`src/rtl/fir_pkg.sv`:
```
// Shared width helpers and the output rounding/saturation stage for the
// transposed-form FIR tap array.
package fir_pkg;

    localparam int unsigned RS_W = 64;

    function automatic int unsigned clog2(input int unsigned v);
        int unsigned r;
        r = 0;
        for (int unsigned i = 0; i < 32; i++) begin
            if ((64'd1 << i) < 64'(v)) r = i + 1;
        end
        return r;
    endfunction

    function automatic int unsigned acc_width(input int unsigned data_w,
                                              input int unsigned coef_w,
                                              input int unsigned n_taps);
        return data_w + coef_w + clog2(n_taps);
    endfunction

    // Round-half-up then clamp; acc arrives already sign/zero extended to RS_W.
    function automatic logic signed [RS_W-1:0] round_sat(input logic signed [RS_W-1:0] acc,
                                                         input int unsigned shift,
                                                         input int unsigned out_w,
                                                         input bit          sgn);
        logic signed [RS_W-1:0] v;
        logic signed [RS_W-1:0] hi;
        logic signed [RS_W-1:0] lo;
        v = acc;
        if (shift > 0) v = (v + (64'sd1 <<< (shift - 1))) >>> shift;
        if (sgn) begin
            hi = (64'sd1 <<< (out_w - 1)) - 64'sd1;
            lo = -(64'sd1 <<< (out_w - 1));
        end else begin
            hi = (64'sd1 <<< out_w) - 64'sd1;
            lo = '0;
        end
        if (v > hi)      v = hi;
        else if (v < lo) v = lo;
        return v;
    endfunction

endpackage

```
`src/rtl/fir_tap.sv`:
```
// One processing element of the transposed FIR: Yout <= Yin + Cin*Xin when enabled.
module fir_tap #(
    parameter int unsigned COEF_W = 6,
    parameter int unsigned ACC_W  = 13,
    parameter int unsigned SIGNED = 0
) (
    input  logic              clk,
    input  logic              nReset,
    input  logic              en,
    input  logic              clr,
    input  logic [COEF_W-1:0] Cin,
    input  logic [ACC_W-1:0]  Xin,
    input  logic [ACC_W-1:0]  Yin,
    output logic [ACC_W-1:0]  Yout
);

    logic [ACC_W-1:0] c_ext;
    logic [ACC_W-1:0] y_d;
    logic [ACC_W-1:0] y_q;

    // Xin is pre-extended by the top; truncated product is exact in two's complement.
    always_comb begin
        c_ext = (SIGNED != 0) ? {{(ACC_W-COEF_W){Cin[COEF_W-1]}}, Cin}
                              : {{(ACC_W-COEF_W){1'b0}}, Cin};
        y_d = y_q;
        if (clr)     y_d = '0;
        else if (en) y_d = Yin + c_ext * Xin;
    end

    always_ff @(posedge clk or negedge nReset) begin
        if (!nReset) y_q <= '0;
        else         y_q <= y_d;
    end

    assign Yout = y_q;

endmodule

```
`src/rtl/fir_tap_array.sv`:
```
// Streaming N-tap transposed-form FIR with run-time coefficients, rounding and
// saturation, valid/ready backpressure and a synchronous clear.
module fir_tap_array
    import fir_pkg::*;
#(
    parameter int unsigned N_TAPS = 8,
    parameter int unsigned DATA_W = 4,
    parameter int unsigned COEF_W = 6,
    parameter int unsigned OUT_W  = 4,
    parameter int unsigned SHIFT  = 7,
    parameter int unsigned SIGNED = 0,
    parameter logic [N_TAPS*COEF_W-1:0] COEF_INIT =
        {6'd4, 6'd12, 6'd25, 6'd34, 6'd34, 6'd25, 6'd12, 6'd4}
) (
    input  logic                     clk,
    input  logic                     nReset,
    input  logic                     clr,
    input  logic                     in_vld,
    output logic                     in_rdy,
    input  logic [DATA_W-1:0]        in_data,
    output logic                     out_vld,
    input  logic                     out_rdy,
    output logic [OUT_W-1:0]         out_data,
    input  logic                     coef_we,
    input  logic [clog2(N_TAPS)-1:0] coef_addr,
    input  logic [COEF_W-1:0]        coef_wdata
);

    localparam int unsigned ACC_W = acc_width(DATA_W, COEF_W, N_TAPS);

    logic [COEF_W-1:0] coef_q [N_TAPS];
    logic [ACC_W-1:0]  r [1:N_TAPS-1];
    logic [ACC_W-1:0]  x_ext;
    logic [ACC_W-1:0]  c0_ext;
    logic [ACC_W-1:0]  acc;
    logic [RS_W-1:0]   acc_ext;
    logic [OUT_W-1:0]  data_rs;
    logic              adv;
    logic              out_vld_d, out_vld_q;
    logic [OUT_W-1:0]  out_data_d, out_data_q;

    always_comb begin
        x_ext   = (SIGNED != 0) ? {{(ACC_W-DATA_W){in_data[DATA_W-1]}}, in_data}
                                : {{(ACC_W-DATA_W){1'b0}}, in_data};
        c0_ext  = (SIGNED != 0) ? {{(ACC_W-COEF_W){coef_q[0][COEF_W-1]}}, coef_q[0]}
                                : {{(ACC_W-COEF_W){1'b0}}, coef_q[0]};
        acc     = c0_ext * x_ext + r[1];
        acc_ext = (SIGNED != 0) ? {{(RS_W-ACC_W){acc[ACC_W-1]}}, acc}
                                : {{(RS_W-ACC_W){1'b0}}, acc};
        data_rs = OUT_W'(round_sat(acc_ext, SHIFT, OUT_W, SIGNED != 0));
    end

    // clr outranks a pending sample: the sample stays on the bus unconsumed.
    always_comb begin
        in_rdy     = !clr && (!out_vld_q || out_rdy);
        adv        = in_vld && in_rdy;
        out_vld_d  = out_vld_q;
        out_data_d = out_data_q;
        if (clr) begin
            out_vld_d  = 1'b0;
            out_data_d = '0;
        end else if (adv) begin
            out_vld_d  = 1'b1;
            out_data_d = data_rs;
        end else if (out_rdy) begin
            out_vld_d  = 1'b0;
        end
    end

    always_ff @(posedge clk or negedge nReset) begin
        if (!nReset) begin
            out_vld_q  <= 1'b0;
            out_data_q <= '0;
        end else begin
            out_vld_q  <= out_vld_d;
            out_data_q <= out_data_d;
        end
    end

    always_ff @(posedge clk or negedge nReset) begin
        if (!nReset) begin
            for (int unsigned k = 0; k < N_TAPS; k++) coef_q[k] <= COEF_INIT[k*COEF_W +: COEF_W];
        end else if (coef_we && (32'(coef_addr) < N_TAPS)) begin
            coef_q[coef_addr] <= coef_wdata;
        end
    end

    for (genvar k = 1; k < N_TAPS; k++) begin : g_tap
        logic [ACC_W-1:0] yin;
        if (k == N_TAPS - 1) begin : g_last
            assign yin = '0;
        end else begin : g_mid
            assign yin = r[k+1];
        end
        fir_tap #(
            .COEF_W(COEF_W),
            .ACC_W (ACC_W),
            .SIGNED(SIGNED)
        ) u_tap (
            .clk   (clk),
            .nReset(nReset),
            .en    (adv),
            .clr   (clr),
            .Cin   (coef_q[k]),
            .Xin   (x_ext),
            .Yin   (yin),
            .Yout  (r[k])
        );
    end

    assign out_vld  = out_vld_q;
    assign out_data = out_data_q;

endmodule
```
`config.mk`:
```
export PLATFORM = sky130hd
export DESIGN_NAME = fir_tap_array
export DESIGN_NICKNAME = d
export VERILOG_FILES = /design/src/rtl/fir_pkg.sv /design/src/rtl/fir_tap.sv /design/src/rtl/fir_tap_array.sv
export SDC_FILE = /design/constraint.sdc
export NUM_CORES = 1
export LEC_CHECK = 0
export ABC_AREA = 1
export BUFFER_PORTS_ARGS = -buffer_cell sky130_fd_sc_hd__buf_2
export CORE_MARGIN = 2
export CORE_UTILIZATION = 40
export CTS_CLUSTER_SIZE = 10
export DETAILED_ROUTE_END_ITERATION = 16
export SLEW_MARGIN = 20
export SYNTH_ARGS = -nofsm -noshare
export SYNTH_HDL_FRONTEND = slang
export SYNTH_SLANG_ARGS = --single-unit
export TNS_END_PERCENT = 10
```
`constraint.sdc`:
```
create_clock -name clk -period 9.54 [get_ports clk]
set_input_delay 1.908 -clock clk [delete_from_list [all_inputs] [get_ports clk]]
set_output_delay 1.908 -clock clk [all_outputs]
set_load 0.005 [all_outputs]
```
# Word level (Yosys, flattened, before mapping)
# Index checks and enable logic that the tools add are counted.
word_totals:
  ff_bits: 144
  in_bits: 19
op_classes:
  addsub: 8
  mul: 8
  n_lt_le_gt_ge: 4
  muxes: 24
  n_bitwise: 1
  reduce_logical: 8
op_table:
  columns: ["cell", "count"]
  rows:
  - ["$mux 13", 14]
  - ["$mul 6x4->10", 8]
  - ["$add 13x13->13", 6]
  - ["$bwmux 48", 1]
  - ["$demux 6 s3", 1]
  - ["$mux 4", 4]
  - ["$add 13x7->14 const B", 1]
  - ["$add 10x13->13", 1]
  - ["$gt 7x4->1 const B", 1]
  - ["$lt 7x1->1 const B", 1]
  - ["$mux 6", 1]
  - ["$ge 4x4->1 const B", 1]
  - ["$lt 4x1->1 const B", 1]
  - ["$not 3->4", 1]
  - ["$logic_and 1x1->1", 3]
  - ["$mux 1", 3]
  - ["$reduce_bool 3->1", 1]
  - ["$logic_not 1->1", 2]
  - ["$reduce_bool 2->1", 1]
  - ["$logic_or 1x1->1", 1]

# Logic depth before layout (Yosys ltp)
depth:
  ltp_word: 8
  ltp_mapped: 25
  ltp_nobuf: 24

# Cells and area by module
# Synthesis repeated with hierarchy kept, for this count alone.
unflattened:
  cells_unflattened: 3312
  hier_area_um2: 23178.5
by_module_without_submodules:
  columns: ["module", "n_inst", "cells_per_inst", "area_each_um2", "seq_area_each_um2"]
  rows:
  - ["fir_tap at g_tap[4].u_tap ...", 2, 417, 2855.2, 325.3]
  - ["fir_tap at g_tap[1].u_tap ...", 2, 414, 2834.0, 325.3]
  - ["fir_tap_array", 1, 401, 3325.7, 1346.3]
  - ["fir_tap at g_tap[6].u_tap", 1, 419, 2827.7, 325.3]
  - ["fir_tap at g_tap[3].u_tap", 1, 412, 2825.2, 325.3]
  - ["fir_tap at g_tap[7].u_tap", 1, 418, 2821.5, 325.3]

# Worst setup path after synthesis
# OpenSTA, ideal clock, no wires.
synth_timing:
  path_kind: "input -> register"
  start: "input in_data[2]"
  end: "register g_tap[2].u_tap.y_q[12]"
  arrival_time_ps: 5913
  t_required_ps: 9417
  path_slack_ps: 3504
  cell_stages: 22
  path_cell_list: "clkbuf_1 > clkbuf_1 > nand2_1 > fa_1 > inv_1 > fa_1 > ha_1 > a21oi_1 > nand2_1 > a21oi_1 > o21ai_0 > a21o_1 > a21oi_1 > xnor2_1 > ha_1 > inv_1 > nor4_1 > nand4_1 > o311ai_0 > a21oi_1 > o21ai_0 > nand2_1"
synth_via:
  elab_chain_cells: 4
synth_lines:
  columns: ["element", "line", "rtl"]
  rows:
  - ["from (decl)", "fir_tap_array.sv:20", "input logic [DATA_W-1:0] in_data,"]
  - ["$mul 6x4->10", "fir_tap.sv:27", "else if (en) y_d = Yin + c_ext * Xin;"]
  - ["$add 13x13->13", "fir_tap.sv:27", null]
  - ["$mux 13", "fir_tap.sv:27", null]
  - ["$mux 13", "fir_tap.sv:26", "if (clr) y_d = '0;"]
  - ["to (signal assigned)", "fir_tap.sv:32", "else y_q <= y_d;"]
  - ["to (decl)", "fir_tap.sv:19", "logic [ACC_W-1:0] y_q;"]
# No other way between the ends. The select of a mux whose other input is x is not followed.
# A chain may end at the register's enable or synchronous reset.

# Worst setup path in the final report
layout_timing:
  start: "input in_data[3]"
  end: "register g_tap[3].u_tap.y_q[11]"
layout_via:
  elab_chain_cells: 4
layout_lines:
  columns: ["element", "line"]
  rows:
  - ["$mul 6x4->10", "fir_tap.sv:27"]
  - ["$add 13x13->13", "fir_tap.sv:27"]
  - ["$mux 13", "fir_tap.sv:27"]
  - ["$mux 13", "fir_tap.sv:26"]
  - ["to (signal assigned)", "fir_tap.sv:32"]
  - ["to (decl)", "fir_tap.sv:19"]
# No other way between the ends. The select of a mux whose other input is x is not followed.

==> reports/qor.json <==
{
  "synthesis": {
    "synth.net_count": 2069,
    "synth.yosys.warnings": 0,
    "synth-async-reset-ratio": 1.00,
    "syn_area_um2": 13500,
    "netlist.area_leader.share": 0.225,
    "post_synthesis_register_bit_count": 138,
    "distinct_cells_synth": 44,
    "synth_seq_area_share": 0.256,
    "synthFlopType": "sky130_fd_sc_hd__dfrtp_1",
    "syn-mean-instance-area_um2": 7.54,
    "yosysTopAreaCell": "sky130_fd_sc_hd__dfrtp_1",
    "synthesis.instances": 1797,
    "synth.area.top_cells": "sky130_fd_sc_hd__dfrtp_1 (23%), sky130_fd_sc_hd__ha_1 (16%), sky130_fd_sc_hd__nand2_1 (14%)",
    "synth_edf_count": 0
  },
  "floorplanning": {
    "row_count": 67,
    "pin_count": 25,
    "die_w_um": 188,
    "die_height_um": 188,
    "floorplan.die_area_um2": 35400,
    "core_region_area_um2": 33400,
    "initial_core_util": 0.405
  },
  "sta": {
    "finalWorstSetupSlack_ns": 3.22,
    "hold_viol_final": 0,
    "clock.fmax_mhz": 158,
    "setup_violations": 0,
    "max_slew.worst_pin.slew_ns": 1.00,
    "fin_skew_ns": 0.0110,
    "rsz0062_at_grt": "no",
    "setup-tns-final_ns": 0,
    "tcrit_tclk_final": 0.663,
    "max_slew_headroom": 0.333,
    "timing.final.max_slew_violations": 0,
    "post-route-min-period_ns": 6.32,
    "whs_ns": 0.481
  },
  "setup_path": {
    "critical_path_peak_fanout": 48,
    "endpoint_kind": "flip-flop",
    "critPathArrivalTime_ns": 6.62,
    "timing.critical_path.from_type": "primary input",
    "critPathRequiredTime_ns": 9.83,
    "ff2ff_path_depth": 20,
    "kind_of_critical_path": "in2reg"
  },
  "pwr": {
    "powerDensity_nw_per_um2": 229,
    "worst_ir_drop_vdd_mv": 0.138,
    "power.leakage_nw": 8.45
  },
  "clock_network": {
    "clkTransAtPathRegs_ns": 0.06,
    "tritoncts": "built",
    "cts_inserted_buffers": 17,
    "cts_max_path_buffers": 2,
    "cts_resized": 0,
    "post_cts_buffers": 0,
    "count_of_clock_tree_sinks": 138,
    "cts_hold_repair.buffers": 0,
    "cts.root.buffer_cell": "sky130_fd_sc_hd__clkbuf_16",
    "ctsHtreeMaxLevel": 4,
    "insertion_delay_of_the_later_clocked_pin_in_the_worst_skew_pair_ns": 0.44
  },
  "placed_design": {
    "pre_cts_ws_ns": 2.80,
    "finalWeightedCongestion": 0.861,
    "placed_cells": 2228,
    "hpwlAfterDp_um": 23800,
    "port_buffers": 24
  },
  "layout": {
    "fin_nets": 2071,
    "final_cell_mix": "sky130_fd_sc_hd__nand2_1 (506), sky130_fd_sc_hd__inv_1 (342), sky130_fd_sc_hd__ha_1 (177), sky130_fd_sc_hd__dfrtp_1 (122), sky130_fd_sc_hd__o21ai_0 (121)",
    "instances_no_fill": 2260,
    "drive_gt1_frac": 0.0579,
    "nFillCells": 3425,
    "syn_to_final_growth_pct": 8.91,
    "antennaDiodeCount": 0,
    "final_common_cell": "sky130_fd_sc_hd__nand2_1"
  },
  "status": {
    "outcome": "completed"
  },
  "detailed_routing": {
    "drc": 0,
    "firstDrtPassIters": 5,
    "routed_via_density": 5.00,
    "num_vias": 11289,
    "drt-initial-drc-count": 571,
    "drt_wl_total_um": 32500,
    "final_antenna_net_count": 0,
    "wl_per_cell_um": 14.4
  },
  "worst_hold_path": {
    "holdPathStages": 2,
    "min-delay-path-class": "reg2reg"
  },
  "grt": {
    "grt_max_degree": 75,
    "grt_use_total": 0.192,
    "number_of_global_route_vias_before_repair": 11169,
    "antenna_found_initial": 0,
    "global_route.overflow_total": 0,
    "global_route_wire_length_before_repair_um": 55000
  },
  "job": {
    "drv_cap": 0
  }
}
[power breakdown]
| group | total [W] | switching (W) | internal (W) |
|---|---|---|---|
| sequential | 0.000852 | 0.000130 | 0.000721 |
| clock | 0.000765 | 0.000295 | 0.000470 |
| combinational | 0.00176 | 0.00108 | 0.000681 |
| total | 0.00338 | 0.00151 | 0.00187 |
[synthesized netlist by cell type (5+ instances only)]
| cell | instances |
|---|---|
| sky130_fd_sc_hd__a32o_1 | 8 |
| sky130_fd_sc_hd__o21ai_0 | 121 |
| sky130_fd_sc_hd__buf_2 | 6 |
| sky130_fd_sc_hd__ha_1 | 177 |
| sky130_fd_sc_hd__nand2_1 | 506 |
| sky130_fd_sc_hd__clkbuf_1 | 31 |
| sky130_fd_sc_hd__o22ai_1 | 10 |
| sky130_fd_sc_hd__a31oi_1 | 8 |
| sky130_fd_sc_hd__o31ai_1 | 12 |
| sky130_fd_sc_hd__nand4_1 | 6 |
| sky130_fd_sc_hd__a21oi_1 | 105 |
| sky130_fd_sc_hd__fa_1 | 76 |
| sky130_fd_sc_hd__buf_1 | 8 |
| sky130_fd_sc_hd__a22o_1 | 8 |
| sky130_fd_sc_hd__nand2_2 | 8 |
| sky130_fd_sc_hd__inv_1 | 342 |
| sky130_fd_sc_hd__xnor2_1 | 31 |
| sky130_fd_sc_hd__nor3_1 | 10 |
| sky130_fd_sc_hd__nor2_1 | 58 |
| sky130_fd_sc_hd__dfrtp_1 | 122 |
| sky130_fd_sc_hd__dfstp_2 | 16 |
| sky130_fd_sc_hd__o2111ai_1 | 5 |
| sky130_fd_sc_hd__nand3_1 | 46 |
| sky130_fd_sc_hd__xor2_1 | 24 |
| sky130_fd_sc_hd__a21o_1 | 10 |
| sky130_fd_sc_hd__or2_2 | 7 |
[sequential cells by signal (all words and copies together), names as in the netlist]
register	flops
g_tap.u_tap.Yout	85
coef_q	42
c0_ext	6
out_data	4
out_vld	1
[kinds of logic (layout without fill, tap and decap cells)]
group | after synthesis | count (layout) | synth area share
AO/OA/AOI/OAI | 302 | 302 | 0.127
flip-flops | 138 | 138 | 0.256
adder cells (fa/ha/maj) | 253 | 253 | 0.276
buffers and inverters | 391 | 406 | 0.109
AND/OR/NAND/NOR | 658 | 658 | 0.196
XOR/XNOR | 55 | 55 | 0.0356
[worst max-delay path, cell delays in order]
cell and delay (ns):
sky130_fd_sc_hd__buf_2 0.74, sky130_fd_sc_hd__nand2_1 0.20, sky130_fd_sc_hd__fa_1 0.56, sky130_fd_sc_hd__fa_1 0.62
sky130_fd_sc_hd__inv_1 0.06, sky130_fd_sc_hd__ha_1 0.27, sky130_fd_sc_hd__nand3_1 0.07, sky130_fd_sc_hd__nand2_1 0.10
sky130_fd_sc_hd__a21oi_1 0.06, sky130_fd_sc_hd__o21ai_0 0.28, sky130_fd_sc_hd__a21o_1 0.16, sky130_fd_sc_hd__a21oi_1 0.06
sky130_fd_sc_hd__xnor2_1 0.14, sky130_fd_sc_hd__ha_1 0.37, sky130_fd_sc_hd__inv_1 0.09, sky130_fd_sc_hd__nor3_1 0.24
sky130_fd_sc_hd__nand3_1 0.12, sky130_fd_sc_hd__o2111ai_1 0.13, sky130_fd_sc_hd__a21oi_1 0.09, sky130_fd_sc_hd__o21ai_0 0.16
sky130_fd_sc_hd__o21ai_0 0.14
[final cells by class]
| class | count | area (um2) | share of cell area |
|---|---|---|---|
| Clock buffer | 17 | 425 | 0.0288 |
| Clock inverter | 15 | 236 | 0.0160 |
| Inverter | 345 | 1290 | 0.0878 |
| Multi-Input combinational cell | 1268 | 8600 | 0.583 |
| Sequential cell | 138 | 3470 | 0.235 |
| Tap cell | 448 | 561 | 0.0380 |
| Timing Repair Buffer | 29 | 164 | 0.0111 |
[per-stage QoR]
step                      utilization  power (W)  cell area (um2)
after CTS                       0.441    0.00342            14700
after global placement          0.421    0.00259            14100
after detailed placement        0.421    0.00262            14100
after global routing            0.441    0.00372            14800
after floorplan                     -    0.00219            13500
final                           0.441    0.00338            14800
[worst paths after layout]
check | startpoint | end | slack, ns
max | in_data[3] | g_tap[3].u_tap.Yout[11] | 3.22
min | out_data[2] | out_data[2] | 0.48
max reg2reg | coef_q[25] | g_tap[3].u_tap.Yout[11] | 4.99
min reg2reg | out_data[2] | out_data[2] | 0.48
max in group asynchronous | nReset | g_tap[6].u_tap.Yout[7] | 6.69
min in group asynchronous | nReset | g_tap[3].u_tap.Yout[11] | 1.48
[layer usage]
metal | up-vias | track usage | part of all wire
met5 | - | 0 | 0
met4 | 0 | 0.0581 | 0.021
met3 | 41 | 0.0210 | 0.031
met2 | 198 | 0.327 | 0.48
met1 | 5360 | 0.258 | 0.47
li1 | 5690 | - | -
No activity file was read; power rests on OpenSTA's default activity.
